--- src/rtl/vga_sync_decoder.sv ---
// Rebuilds pixel coordinates and a data-enable from a sampled VGA hs/vs/blank stream.
// Measures line/frame totals, locks after a measured and a verified frame, and pulses err on timing faults.
module vga_sync_decoder #(
  parameter int PIX_W = 10
) (
  input  logic             clk,
  input  logic             reset,
  input  logic             pix_en,
  input  logic             vga_hs,
  input  logic             vga_vs,
  input  logic             vga_blank_n,
  output logic [PIX_W-1:0] rx_x,
  output logic [PIX_W-1:0] rx_y,
  output logic             rx_valid,
  output logic             frame_start,
  output logic             locked,
  output logic [PIX_W-1:0] h_total,
  output logic [PIX_W-1:0] v_total,
  output logic             err
);

  typedef enum logic [1:0] {SEARCH, MEASURE, VERIFY, LOCKED} state_t;

  localparam logic [PIX_W-1:0] CNT_MAX = '1;
  localparam logic [PIX_W-1:0] CNT_ONE = PIX_W'(1);
  localparam logic [PIX_W-1:0] CNT_PRE = CNT_MAX - CNT_ONE;

  state_t           r_state, w_state_nxt;
  logic             r_smp;
  logic             r_hs, r_vs, r_bl, r_hs_d, r_vs_d, r_bl_d;
  logic [PIX_W-1:0] r_hcnt, r_lcnt, r_xcnt, r_ycnt;
  logic             r_h_have;
  logic             w_hs_fall, w_vs_fall, w_bl_rise, w_bl_fall, w_sat_hit;
  logic [PIX_W-1:0] w_period, w_lcnt_inc, w_x_cur, w_y_base;
  logic             w_err, w_cap_h, w_cap_v;

  // Samples are taken on the pix_en edge and evaluated one clk later while r_smp is set.
  always_ff @(posedge clk or negedge reset) begin
    if (!reset) begin
      r_smp  <= 1'b0;
      r_hs   <= 1'b1;
      r_vs   <= 1'b1;
      r_bl   <= 1'b1;
      r_hs_d <= 1'b1;
      r_vs_d <= 1'b1;
      r_bl_d <= 1'b1;
    end else begin
      r_smp <= pix_en;
      if (pix_en) begin
        r_hs_d <= r_hs;
        r_vs_d <= r_vs;
        r_bl_d <= r_bl;
        r_hs   <= vga_hs;
        r_vs   <= vga_vs;
        r_bl   <= vga_blank_n;
      end
    end
  end

  assign w_hs_fall  = r_smp & r_hs_d & ~r_hs;
  assign w_vs_fall  = r_smp & r_vs_d & ~r_vs;
  assign w_bl_rise  = r_smp & ~r_bl_d & r_bl;
  assign w_bl_fall  = r_smp & r_bl_d & ~r_bl;
  assign w_sat_hit  = r_smp & ~w_hs_fall & (r_hcnt == CNT_PRE);
  assign w_period   = r_hcnt + CNT_ONE;
  assign w_lcnt_inc = w_hs_fall ? (r_lcnt + CNT_ONE) : r_lcnt;
  assign w_x_cur    = w_bl_rise ? '0 : r_xcnt;
  assign w_y_base   = w_vs_fall ? '0 : r_ycnt;
  assign locked     = (r_state == LOCKED);

  // The HS period check is evaluated before the VS line check; an error on either wins.
  always_comb begin
    w_state_nxt = r_state;
    w_err       = 1'b0;
    w_cap_h     = 1'b0;
    w_cap_v     = 1'b0;
    if (r_smp) begin
      case (r_state)
        SEARCH: begin
          if (w_vs_fall) w_state_nxt = MEASURE;
        end
        MEASURE: begin
          w_err   = (w_hs_fall & r_h_have & (w_period != h_total)) | w_sat_hit;
          w_cap_h = w_hs_fall & ~r_h_have;
          if (w_err) begin
            w_state_nxt = SEARCH;
          end else if (w_vs_fall) begin
            w_cap_v     = 1'b1;
            w_state_nxt = VERIFY;
          end
        end
        VERIFY, LOCKED: begin
          w_err = (w_hs_fall & (w_period != h_total)) | w_sat_hit |
                  (w_vs_fall & (w_lcnt_inc != v_total));
          if (w_err) w_state_nxt = SEARCH;
          else if (w_vs_fall) w_state_nxt = LOCKED;
        end
        default: w_state_nxt = SEARCH;
      endcase
    end
  end

  always_ff @(posedge clk or negedge reset) begin
    if (!reset) begin
      r_state     <= SEARCH;
      rx_valid    <= 1'b0;
      frame_start <= 1'b0;
      err         <= 1'b0;
    end else begin
      r_state     <= w_state_nxt;
      rx_valid    <= r_smp & r_bl & (w_state_nxt == LOCKED);
      frame_start <= w_vs_fall & (w_state_nxt == LOCKED);
      err         <= w_err;
    end
  end

  always_ff @(posedge clk or negedge reset) begin
    if (!reset) begin
      r_hcnt   <= '0;
      r_lcnt   <= '0;
      r_xcnt   <= '0;
      r_ycnt   <= '0;
      r_h_have <= 1'b0;
      rx_x     <= '0;
      rx_y     <= '0;
      h_total  <= '0;
      v_total  <= '0;
    end else if (r_smp) begin
      r_hcnt   <= w_hs_fall ? '0 : ((r_hcnt == CNT_MAX) ? r_hcnt : w_period);
      r_lcnt   <= w_vs_fall ? '0 : w_lcnt_inc;
      r_ycnt   <= (w_bl_fall && (w_y_base != CNT_MAX)) ? (w_y_base + CNT_ONE) : w_y_base;
      r_h_have <= (r_state == MEASURE) & (r_h_have | w_cap_h);
      if (r_bl) begin
        r_xcnt <= (w_x_cur == CNT_MAX) ? w_x_cur : (w_x_cur + CNT_ONE);
        rx_x   <= w_x_cur;
        rx_y   <= w_y_base;
      end
      if (w_cap_h) h_total <= w_period;
      if (w_cap_v) v_total <= w_lcnt_inc;
    end
  end

endmodule

--- config.mk ---
export PLATFORM = sky130hd
export DESIGN_NAME = vga_sync_decoder
export DESIGN_NICKNAME = d
export VERILOG_FILES = /design/src/rtl/vga_sync_decoder.sv
export SDC_FILE = /design/constraint.sdc
export NUM_CORES = 1
export LEC_CHECK = 0
export ABC_AREA = 1
export ABC_CLOCK_PERIOD_IN_PS = 3000
export CORE_ASPECT_RATIO = 0.9
export CORE_MARGIN = 2
export CORE_UTILIZATION = 57
export CTS_CLUSTER_SIZE = 12
export DETAILED_ROUTE_END_ITERATION = 10
export PLACE_DENSITY = 0.88
export SETUP_SLACK_MARGIN = 0.2
export SYNTH_ARGS = -nofsm -noshare
export SYNTH_HDL_FRONTEND = slang
export SYNTH_SLANG_ARGS = --single-unit
--- constraint.sdc ---
create_clock -name clk -period 3 [get_ports clk]
set_clock_uncertainty 0.15 [all_clocks]
set_input_delay 0.75 -clock clk [delete_from_list [all_inputs] [get_ports clk]]
set_output_delay 0.75 -clock clk [all_outputs]
set_load 0.02 [all_outputs]
# Word level (Yosys, flattened, before mapping)
# Cells that the tools add are included.
# totals
register_bits	93
input_bits	6
output_inout_bits	44
wordCells	94
# classes
addsub	4
n_eq_ne	11
muxes	23
n_bitwise	29
reduce_logical	7
# ops
operator	n
$mux 10	8
$add 10x1->10 const B	4
$eq 10x10->1 const B	3
$ne 10x10->1	2
$and 1x1->1	19
$mux 2	6
$ne 10x10->1 const B	1
$reduce_and 2->1	4
$mux 1	7
$eq 2x2->1 const B	3
$not 1->1	6
$pmux 2 s3	1
$or 1x1->1	4
$eq 2x1->1 const B	1
$logic_not 2->1	1
$ne 2x2->1 const B	1
$pmux 1 s2	1
$reduce_or 2->1	1
$logic_and 1x1->1	1

# Longest topological paths before layout
# logic_depth
ltp_word	12
mapped_depth	18
ltp_nobuf	17

# Worst setup path after synthesis
# Ideal clock, no wire load.
# synth_path
path_kind	flip-flop to flip-flop
startpoint	reg r_vs
endpoint	reg r_ycnt[7]
t_arrival_ns	2.197
path_slack_ns	0.528
path_stages_with_launch	17
n_path_buf	1
period_less_slack_ns	2.472
cell_sequence	dfstp_2 > inv_1 > nand3_4 > inv_2 > buf_4 > nor2_1 > ha_1 > inv_1 > nor3_2 > nand2_1 > nor3_1 > nand3_1 > nand2_2 > inv_2 > nand2_1 > nor3_1 > xnor2_1
# synth_via
elab_chain_cells	6
word_cells_on_any_way	7
classes_between	add/sub (1); eq/ne (1); mux (2); bitwise (2); reduce/logical (1)
# synth_rtl
item	line	text
start: declaration	30	logic r_hs, r_vs, r_bl, r_hs_d, r_vs_d, r_bl_d;
start signal: assignment	54	r_vs <= vga_vs;
$not 1->1 (*)	61	assign w_vs_fall = r_smp & r_vs_d & ~r_vs;
$and 1x1->1 (*)	61	
$mux 10 (*)	68	assign w_y_base = w_vs_fall ? '0 : r_ycnt;
net w_y_base[1]	34	logic [PIX_W-1:0] w_period, w_lcnt_inc, w_x_cur, w_y_base;
parallel branches: the longest is 2 deep, another holds $add 10x1->10	-	
$mux 10 (*)	131	r_ycnt <= (w_bl_fall && (w_y_base != CNT_MAX)) ? (w_y_base + CNT_ONE) : w_y_base;
end signal: assignment	131	
end: declaration	31	logic [PIX_W-1:0] r_hcnt, r_lcnt, r_xcnt, r_ycnt;
# Mark *: on every way through the listed nets, which the timed path passes.
# A chain may end at the register's enable or synchronous reset.

# Worst setup path after layout
# Ends and elaborated chain as after synthesis.

==> run_results.csv <==
group,metric,value,unit
outcome,status,"complete, no violations",
global_route,grt_pass1_wl,17600,um
yosys,synth.net_count,608,
placed_design,placed_cell_area,5510,um2
clocking,htree_levels,3,
power,leakagePower,2.63,nW
clocking,cts_buffer_depth,2,
clocking,cts_buffers,9,
yosys,synth.yosys.seq_area_share,0.477,
detailed_routing,drc_errors,0,
critical_path,critPathArrivalTime,2.72,ns
global_route,antenna_found_initial,0,
timing,fin_tns_setup,0,ns
clocking,cts_tree,"yes",
timing,min_period,2.62,ns
detailed_routing,drt_iter0_drc,218,
clocking,cts-root-buf,"clkbuf_8",
timing,clock.fmax,0.382,GHz
global_route,grt_use_total,0.237,
yosys,synth_ff_type,"dfrtp_1",
die,die_area,9350,um2
detailed_routing,viasPerCell,5.33,
clocking,cts_hold_buf,0,
detailed_routing,drt_pass1_iterations,5,
timing,tightest_slew,0.661,ns
timing,rsz0062_at_grt,"false",
yosys,syn_inst,597,
die,die_h,91.9,um
clocking,post_cts_buffers,0,
die,pin_count,50,
timing,slew_headroom,0.558,
hold_path,worstHoldPathType,"primary input to async pin",
finish,syn_to_final_growth,17.0,%
job,maxCapViolations,0,
die,num_rows,32,
placed_design,portBuffers,49,
detailed_routing,finalWirelength,10700,um
yosys,synth.distinct_cells,41,
timing,timing.final.max_slew_violations,0,
timing,final-setup-viol-count,0,
detailed_routing,wl_per_cell,13.7,um
clocking,clkTransAtPathRegs,0.09,ns
timing,hold_viol_final,0,
finish,final_area,5730,um2
die,core,8450,um2
yosys,ys_ff_latch,93,
yosys,yosys_warnings,0,
global_route,grt_max_degree,46,
die,fp.dieW,102,um
die,initial_core_util,0.580,
yosys,syn_area,4900,um2
detailed_routing,via_count,4127,
placed_design,hpwl,7630,um
global_route,grt_overflow_total,0,
power,power_density,653,nW/um2
finish,layout_commonest_cell,"nand2_1",
finish,final_cell_mix,"177 x nand2_1, 86 x dfrtp_1, 64 x inv_1",
finish,drive_above_1_share,0.139,
placed_design,gp_congestion,0.893,
critical_path,cp.required,3.10,ns
detailed_routing,detail-route-antenna-nets,0,
yosys,synth_edf_count,0,
finish,antenna_cells,0,
finish,post-route-util,0.678,
clocking,insertion_delay,0.36,ns
critical_path,worstSetupPathType,"flop to flop",
critical_path,setup.worst_path.end_class,"flop",
critical_path,reg2reg_from,"r_vs",
clocking,cts_sinks,93,
global_route,grt_pass1_vias,3950,
yosys,async_reset_ff_frac,1.00,
critical_path,cp_max_fo,8,
critical_path,critPathLaunchType,"flop",
timing,finalCritPeriodShare,0.873,
critical_path,startpoint,"r_vs",
finish,nNetsFinal,662,
power,ir_drop,0.549,mV
clocking,post_cts_resized,0,
yosys,syn_area_per_cell,8.20,um2
[kinds of logic after synthesis]
kind of cell,Yosys count,synth area share
buffers and inverters,87,0.0746
adders and majority gates,5,0.0128
AOI/OAI and AO/OA,61,0.0759
DFF,93,0.477
and+or+nand+nor,329,0.317
muxes,1,0.00230
xor gates and xnor gates,21,0.0404
[where the power goes]
group / internal, W / leakage [nW] / switching (W) / total (W)
sequential: 0.00148 / 1.22 / 0.000200 / 0.00168
clock: 0.000389 / 0.0939 / 0.000437 / 0.000826
combinational: 0.000494 / 1.31 / 0.000746 / 0.00124
total: 0.00236 / 2.63 / 0.00138 / 0.00374
[critical path: stages, from the launching register on]
cell     delay [ns]
dfstp_2        0.52
inv_1          0.08
nand3_4        0.12
nand2_1        0.14
inv_1          0.10
ha_1           0.14
inv_1          0.07
nor3_4         0.19
nand2_1        0.10
nor3_2         0.22
nand3_1        0.13
nand2_2        0.14
inv_2          0.08
nand2_1        0.12
nor3_1         0.07
xnor2_1        0.12
[flip-flops by register name, summed over array words and instances, names as in the netlist, 2 cells and up]
register / count
h_total: 10
r_hcnt: 10
r_lcnt: 10
r_state: 2
r_xcnt: 10
r_ycnt: 10
rx_x: 10
rx_y: 10
v_total: 10
[routing by layer]
metal	up-vias	track usage	routed length, um
met5	-	0	0
li1	2007	-	-
met3	23	0.0564	635
met4	0	0.0878	213
met2	136	0.385	5260
met1	1961	0.306	4540
[cell usage after synthesis (8+ instances only)]
cell type	n	area (um2)
nand2_1	177	664
dfrtp_1	87	2180
inv_1	64	240
nor2_1	56	210
nand3_1	32	160
o21ai_0	32	160
nand2_2	18	113
o21ai_2	10	87.6
xnor2_1	10	87.6
xor2_1	10	87.6
nand3b_1	9	67.6
inv_2	8	30.0
nand4_1	8	50.1
o22ai_1	8	50.1
[per-stage QoR]
stage | cells | hold slack [ns] | total power, W | setup slack, ns
CTS | 774 | 0.251 | 0.00374 | 0.269
global route | 775 | 0.280 | 0.00397 | 0.161
global placement | 758 | 0.315 | 0.00286 | 0.345
floorplan | 597 | 0.304 | 0.00249 | 0.528
finish | 775 | 0.232 | 0.00374 | 0.380
detailed placement | 758 | 0.319 | 0.00291 | 0.286
[cell type report]
| type | count | area [um2] |
|---|---|---|
| clock buffers | 11 | 131 |
| clock inverters | 5 | 60.1 |
| fillers | 645 | 2720 |
| inverters | 73 | 274 |
| multi-input cells | 418 | 2230 |
| flip-flops and latches | 93 | 2340 |
| well taps | 119 | 149 |
| repair buffers | 56 | 553 |
[worst paths after layout]
| kind | endpoint | slack [ns] | cells past startpoint |
|---|---|---|---|
| max | r_ycnt[7] | 0.38 | 15 |
| max in group asynchronous | r_bl | 1.75 | 2 |
| max reg2reg | r_ycnt[7] | 0.38 | 15 |
| min reg2reg | rx_y[1] | 0.34 | 2 |
| min in group clk | rx_y[1] | 0.34 | 2 |
| min | h_total[7] | 0.23 | 1 |
Power figures use the tool's default switching activity.
